**src/rtl/fixed_point_pkg.sv**
```systemverilog
// fixed_point_pkg: shared Q-format types and helpers for the neuron datapath
package fixed_point_pkg;
  localparam int INTEGER_BITS = 16;
  localparam int FRACTION_BITS = 16;
  localparam int W = INTEGER_BITS + FRACTION_BITS;
  typedef logic signed [INTEGER_BITS-1:-FRACTION_BITS] fixed_t;
  typedef logic signed [2*W-1:0] product_t;
  typedef logic signed [2*W+31:0] wide_t;
  typedef enum logic [2:0] {ST_IDLE, ST_FETCH, ST_DRAIN, ST_BIAS, ST_OUTPUT} state_t;
  localparam fixed_t FX_ONE = fixed_t'(1 << FRACTION_BITS);
  // Rescale a 2F-fraction accumulator to the word format, flooring and clamping
  function automatic fixed_t saturate(input wide_t acc);
    wide_t s, hi, lo;
    s = acc >>> FRACTION_BITS;
    hi = (wide_t'(1) <<< (W - 1)) - 1;
    lo = -hi - 1;
    return s > hi ? fixed_t'(hi) : s < lo ? fixed_t'(lo) : fixed_t'(s);
  endfunction
  function automatic fixed_t relu(input fixed_t x);
    return x[INTEGER_BITS-1] ? '0 : x;
  endfunction
endpackage

```
**src/rtl/mac_unit.sv**
```systemverilog
// mac_unit: registered signed multiply-accumulate holding the wide neuron accumulator
module mac_unit import fixed_point_pkg::*; #(
  parameter int ACC_W = 2 * W + 1
) (
  input  logic                    clock,
  input  logic                    reset,
  input  logic                    clear,
  input  logic                    enable,
  input  fixed_t                  a,
  input  fixed_t                  b,
  output logic signed [ACC_W-1:0] acc_q
);
  logic signed [ACC_W-1:0] acc_d;
  product_t product;
  always_comb begin
    product = product_t'(a) * product_t'(b);
    acc_d = clear ? '0 : enable ? acc_q + ACC_W'(product) : acc_q;
  end
  always_ff @(posedge clock or posedge reset) begin
    if (reset) acc_q <= '0;
    else acc_q <= acc_d;
  end
endmodule

```
**src/rtl/neuron_mac.sv**
```systemverilog
// neuron_mac: sequences ROM/buffer reads, accumulates, biases, rescales, saturates and activates
module neuron_mac import fixed_point_pkg::*; #(
  parameter int     NUM_INPUTS = 10,
  parameter fixed_t BIAS       = '0,
  parameter         ACTIVATION = "relu",
  localparam int    AW         = $clog2(NUM_INPUTS)
) (
  input  logic          clock,
  input  logic          reset,
  input  logic          start,
  output logic          busy,
  output logic          done,
  output logic          read_enable,
  output logic [AW-1:0] address,
  input  fixed_t        input_value,
  input  fixed_t        weight_value,
  output fixed_t        output_value
);
  localparam int ACC_W    = 2 * W + AW + 1;
  localparam bit USE_RELU = ACTIVATION == "relu";
  state_t state_q, state_d;
  logic busy_q, busy_d, done_q, done_d, read_enable_q, read_enable_d, data_valid_q, last;
  logic [AW-1:0] address_q, address_d;
  fixed_t output_value_q, output_value_d, saturated;
  logic signed [ACC_W-1:0] acc;
  // Bias is folded in through the multiplier as BIAS x 1.0, landing at 2F fraction bits
  mac_unit #(.ACC_W(ACC_W)) u_mac (
    .clock(clock),
    .reset(reset),
    .clear(state_q == ST_OUTPUT),
    .enable(data_valid_q || state_q == ST_BIAS),
    .a(state_q == ST_BIAS ? BIAS : input_value),
    .b(state_q == ST_BIAS ? FX_ONE : weight_value),
    .acc_q(acc)
  );
  assign last = address_q == AW'(NUM_INPUTS - 1);
  assign saturated = saturate(wide_t'(acc));
  always_ff @(posedge clock or posedge reset) begin
    if (reset) begin
      state_q        <= ST_IDLE;
      busy_q         <= 1'b0;
      done_q         <= 1'b0;
      read_enable_q  <= 1'b0;
      data_valid_q   <= 1'b0;
      address_q      <= '0;
      output_value_q <= '0;
    end else begin
      state_q        <= state_d;
      busy_q         <= busy_d;
      done_q         <= done_d;
      read_enable_q  <= read_enable_d;
      data_valid_q   <= read_enable_q;
      address_q      <= address_d;
      output_value_q <= output_value_d;
    end
  end
  always_comb begin
    state_d = state_q == ST_IDLE  ? (start ? ST_FETCH : ST_IDLE) :
              state_q == ST_FETCH ? (last ? ST_DRAIN : ST_FETCH) :
              state_q == ST_DRAIN ? ST_BIAS :
              state_q == ST_BIAS  ? ST_OUTPUT : ST_IDLE;
  end
  always_comb begin
    read_enable_d  = state_q == ST_IDLE ? start : state_q == ST_FETCH && !last;
    address_d      = state_q == ST_IDLE && start ? '0 :
                     state_q == ST_FETCH && !last ? address_q + AW'(1) : address_q;
    busy_d         = state_q == ST_IDLE ? start : state_q != ST_OUTPUT;
    done_d         = state_q == ST_OUTPUT;
    output_value_d = state_q == ST_OUTPUT ? (USE_RELU ? relu(saturated) : saturated) : output_value_q;
  end
  assign busy         = busy_q;
  assign done         = done_q;
  assign read_enable  = read_enable_q;
  assign address      = address_q;
  assign output_value = output_value_q;
endmodule

```
**config.mk**
```make
export PLATFORM = sky130hd
export DESIGN_NAME = neuron_mac
export DESIGN_NICKNAME = d
export VERILOG_FILES = /design/src/rtl/fixed_point_pkg.sv /design/src/rtl/mac_unit.sv /design/src/rtl/neuron_mac.sv
export SDC_FILE = /design/constraint.sdc
export NUM_CORES = 2
export LEC_CHECK = 0
export CELL_PAD_IN_SITES_DETAIL_PLACEMENT = 0
export CELL_PAD_IN_SITES_GLOBAL_PLACEMENT = 2
export CORE_ASPECT_RATIO = 1.75
export CORE_MARGIN = 5
export CORE_UTILIZATION = 25
export DETAILED_ROUTE_END_ITERATION = 12
export GPL_TIMING_DRIVEN = 0
export PLACE_DENSITY = 0.51
export SYNTH_ARGS = -nofsm -noshare
export SYNTH_HDL_FRONTEND = slang
export SYNTH_HIERARCHICAL = 1
export SYNTH_SLANG_ARGS = --single-unit
export TNS_END_PERCENT = 5
```
**constraint.sdc**
```tcl
create_clock -name clock -period 22.2 [get_ports clock]
set_clock_uncertainty 0.2 [all_clocks]
set_input_delay 2.22 -clock clock [delete_from_list [all_inputs] [get_ports clock]]
set_output_delay 2.22 -clock clock [all_outputs]
set_load 0.01 [all_outputs]
```
== Word-level counts from Yosys, hierarchy flattened ==
Index checks and enable logic that the tools add are counted.

* $add $sub $neg: 2
* Multiply operators: 1
* Magnitude comparators: 2
* Equality and inequality tests: 6
* Muxes and demuxes: 17
* Reduce and logical (&&, ||, !) cells: 7

{| class="wikitable"
|+ Operators with widths
! operator !! count
|-
| $mux W69 || 2
|-
| $mux W32 || 4
|-
| $add A69 B69 Y69 || 1
|-
| $mul A32 B32 Y64 || 1
|-
| $gt A53 B32 Y1 const B || 1
|-
| $lt A53 B32 Y1 const B || 1
|-
| $mux W31 || 1
|-
| $mux W3 || 4
|-
| $mux W4 || 2
|-
| $eq A3 B2 Y1 const B || 2
|-
| $add A4 B1 Y4 const B || 1
|-
| $eq A4 B4 Y1 const B || 1
|-
| $reduce_bool A2 Y1 || 2
|-
| $eq A3 B1 Y1 const B || 1
|-
| $eq A3 B3 Y1 const B || 1
|-
| $logic_not A3 Y1 || 1
|-
| $mux W1 || 3
|-
| $ne A3 B3 Y1 const B || 1
|-
| $logic_and A1 B1 Y1 || 2
|-
| $mux W2 || 1
|-
| $logic_not A1 Y1 || 1
|-
| $logic_or A1 B1 Y1 || 1
|}

* Register bits: 112
* Bits of input ports: 67
* Output and inout port bits: 39
* Logic and storage cells: 43

== Longest topological paths before layout ==
* Depth after elaboration: 6
* Mapped depth: 45
* Depth with buffers taken out: 41

== Cells and area by module ==
The synthesis kept the hierarchy.

{| class="wikitable"
|+ Modules (own cells, without submodules)
! module !! times used !! cells an instance !! area an instance (um^2) !! seq. area each (um^2)
|-
| mac_unit || 1 || 4584 || 42304.3 || 1726.7
|-
| neuron_mac || 1 || 270 || 2499.9 || 1051.0
|}

== Worst setup path after synthesis ==
OpenSTA, ideal clock, no wires.

* Path type: input port to flip-flop
* Start point: input weight_value[3]
* End point: register u_mac.acc_q[68]
* Library setup time: 0.128 ns
* Data arrival time: 11.697 ns
* Required time: 21.872 ns
* Setup slack: 10.175 ns
* Cell stages on the path: 31
* Buffers on the path: 1
* Path through: and2_1 > clkbuf_1 > and2_1 > fa_1 > fa_1 > fa_1 > inv_1 > fa_1 > inv_1 > fa_1 > fa_1 > fa_1 > fa_1 > ha_1 > a211o_1 > a2111oi_4 > o31ai_2 > nor2_1 > o21ai_0 > a21o_1 > xor2_1 > ha_1 > a21o_1 > a21o_1 > a21oi_1 > nand2_1 > o31ai_2 > o31ai_1 > a221oi_2 > mux2i_1 > mux2_1

* Cells in the longest elaborated chain, start to end: 5

{| class="wikitable"
|+ Ends and longest elaborated chain
! what !! RTL line !! source
|-
| start, declared || neuron_mac.sv:16 || <nowiki>input fixed_t weight_value,</nowiki>
|-
| $mux W32 || neuron_mac.sv:33 || <nowiki>.b(state_q == ST_BIAS ? FX_ONE : weight_value),</nowiki>
|-
| $mul A32 B32 Y64 || mac_unit.sv:16 || <nowiki>product = product_t'(a) * product_t'(b);</nowiki>
|-
| $add A69 B69 Y69 || mac_unit.sv:17 || <nowiki>acc_d = clear ? '0 : enable ? acc_q + ACC_W'(product) : acc_q;</nowiki>
|-
| $mux W69 (2 in series) || mac_unit.sv:17 ||
|-
| end signal, assigned || mac_unit.sv:20 || <nowiki>if (reset) acc_q <= '0;</nowiki>
|-
| end signal, assigned || mac_unit.sv:21 || <nowiki>else acc_q <= acc_d;</nowiki>
|-
| end, declared || mac_unit.sv:11 || <nowiki>output logic signed [ACC_W-1:0] acc_q</nowiki>
|}

No other way between the ends. The select of a mux whose other input is x is not followed.
A chain may end at the register's enable or synchronous reset.

== Worst setup path after layout ==
* Start point: input weight_value[15]
* End point: register u_mac.acc_q[68]

Same word-level chain as after synthesis.

==> flow_summary.toml <==
[setup_path]
worst_path_largest_cell_delay_ns = 0.99
rrSetupSlack_ns = 6.66
r2r-start = "state_q[2]$_DFF_PP0_"
critPathKind = "input port to register"
reg2reg_to = "u_mac/acc_q[68]$_DFFE_PP0P_"
start_kind = "input port"
crit_buf_inv = 5
crit_path_frequent_cell = "fa_1"
slowest_stage = "clkbuf_1"
endpoint_kind = "register"
worst-path-max-fanout = 10
cpLargestDelayFamily = "adder cells"
worst_ep_arrival_time_ns = 15.85
reg2regPathDepth = 37
required_ns = 22.28

[sta]
layout_min_cycle_time_ns = 15.76
worst_slew_pin_slew_ns = 1.52
hold_violations = 0
finalSetupTns_ns = 0
fmax_mhz = 63.4
rsz0062_at_grt = "false"
slew_headroom_pct = -1.38
slew_violations = 11
setup_viol = 0
period_share_pct = 71.0

[place]
gp_congestion = 0.888
dp_hpwl_mm = 181
io_buffers = 104

[synthesis]
yosysMostFrequentCell = "fa_1"
syn-cell-area_sq_um = 44800
ys_types = 83
synth.area.top_cells = "fa_1 48%, and2_1 8.4%, inv_1 8.3%, ha_1 7.2%, dfrtp_1 6.2%"
synth_commonest_cells = "1083 x fa_1, 986 x inv_1, 603 x and2_1"
synthCells = 4854
synth_edf_count = 0
ys.flop_type = "dfrtp_1"
synth_warnings = 6
ys_ff_latch = 111
synth-async-reset-ratio_pct = 100
synth.avg_cell_area_sq_um = 9.23
yosys.area.top_type = "fa_1"
ys_seq_area_share_pct = 6.20
yosysTopAreaCellShare_pct = 48.4
syn_nets = 6262

[clock_network]
cts_tree = "yes"
post-cts-setup-buffers = 0
cts_sinks = 111
cts_buffers = 9
clkTransAtPathRegs_ns = 0.08
cts_resized = 0
root_buffer = "clkbuf_16"
cts_buffer_depth = 2
clk_latency_ns = 0.41
ctsHtreeMaxLevel = 3
hold_buffers = 0

[final_layout]
nFillCells = 19300
nets = 6381
drive_gt1_share_pct = 1.31
area_growth_pct = 9.90

[floorplan]
dieArea_sq_um = 188000
fp.dieH_microns = 570
die-width_microns = 330
initial_core_util_pct = 25.1
placementRows = 205
core_region_area_sq_um = 178000
ios = 106

[hold_path]
hp-class = "register to register"
min_to = "data_valid_q$_DFF_PP0_"
min_from = "read_enable$_DFF_PP0_"
worstHoldPathCells = 0

[global_route]
grt_max_degree = 53
gr-total-overflow = 0
grt_pass1_wl_mm = 294
antenna_found_initial = 25
grt_pass1_vias = 38800
track_usage_pct = 22.1

[route]
vias_per_cell = 4.55
vias = 33500
drc = 0
first_iter_violations = 1437
antenna_left = 0
totalWireLength_mm = 205
dr.pass1.iters = 5
routedWlPerCell_microns = 27.8

[run_status]
violations = "capacitance limit, slew limit"
outcome = "finished, violations left"

[flow_run]
drv_cap = 2
metrics by stage:
| step | utilization, % | setup slack (ns) | hold WS [ns] | cells | cell area [sq um] |
|---|---|---|---|---|---|
| detailed placement | 27.4 | 5.70 | 0.161 | 7342 | 48900 |
| finish | 27.6 | 6.44 | 0.177 | 7373 | 49200 |
| CTS | 27.6 | 6.04 | 0.180 | 7357 | 49200 |
| floorplan | - | 10.18 | 0.216 | 4854 | 44800 |
| global placement | 27.4 | 4.49 | 0.182 | 7338 | 48800 |
| global route | 27.6 | 6.08 | 0.203 | 7358 | 49200 |
cell families (layout without fill, tap and decap cells):
logic type / Yosys count / count (layout) / share of synthesized area [%]
multiplexers: 45 / 45 / 1.01
other: 1 / 17 / 0.00837
AND/OR/NAND/NOR: 1514 / 1514 / 17.2
AO/OA/AOI/OAI: 479 / 479 / 7.10
XOR/XNOR: 124 / 124 / 2.42
flip-flops: 111 / 111 / 6.20
adder cells (fa/ha/maj): 1341 / 1341 / 55.6
buffers and inverters: 1239 / 1362 / 10.5
sequential cells by signal (all words and copies together), names as in the netlist:
name	flops
address	4
busy	1
done	1
read_enable	1
data_valid_q	1
state_q	3
u_mac/acc_q	69
output_value	31
how the worst max path moves through the flow:
stage / start / endpoint / cells past startpoint
after floorplan: weight_value[3] / u_mac/acc_q[68]$_DFFE_PP0P_ / 31
after global placement: weight_value[15] / u_mac/acc_q[68]$_DFFE_PP0P_ / 33
after detailed placement: weight_value[15] / u_mac/acc_q[68]$_DFFE_PP0P_ / 33
after CTS: weight_value[15] / u_mac/acc_q[68]$_DFFE_PP0P_ / 33
after global routing: weight_value[2] / u_mac/acc_q[68]$_DFFE_PP0P_ / 32
final: weight_value[15] / u_mac/acc_q[68]$_DFFE_PP0P_ / 33
per-layer routing:
metal,share of wire (%),up-vias,GRT usage (%)
met5,0,-,0
met4,4.5,0,7.94
met3,2.1,200,1.28
met2,57,615,44.0
met1,37,17900,24.3
li1,-,14800,-
layout by cell type, fill, tap and decap left out, types with 26 or more instances in the layout:
cell / instances
a21o_1: 62
a21oi_1: 133
a41oi_1: 34
and2_1: 603
clkbuf_1: 228
clkdlybuf4s50_1: 104
dfrtp_1: 111
fa_1: 1082
ha_1: 258
inv_1: 984
mux2i_1: 44
nand2_1: 554
nand2b_1: 60
nand3_1: 27
nor2_1: 150
nor3_1: 26
o21ai_0: 91
xnor2_1: 79
xor2_1: 45
area by class of cell:
cell class              instances  area, sq um  share of cell area (%)
plain buffers                 252          985                    2.00
clock inverters                 6         71.3                   0.145
diodes                         16         40.0                  0.0813
flip-flops and latches        111         2780                    5.64
inverters                     987         3710                    7.53
clock buffers                   9          225                   0.457
well taps                    2380         2980                    6.05
repair buffers                108         1110                    2.26
multi-input cells            3504        37300                    75.8
worst reg2reg max path, delay by kind of cell, from the launching register on:
kind	cells	cell delay [ns]
AO/OA/AOI/OAI	10	4.49
buffers and inverters	7	2.53
AND/OR/NAND/NOR	8	2.12
multiplexers	2	0.69
adder cells (fa/ha/maj)	10	4.93
flip-flops	1	0.47
Power is not shown: default switching activity piles up to over one toggle a cycle in this logic, so the estimate is an artifact.
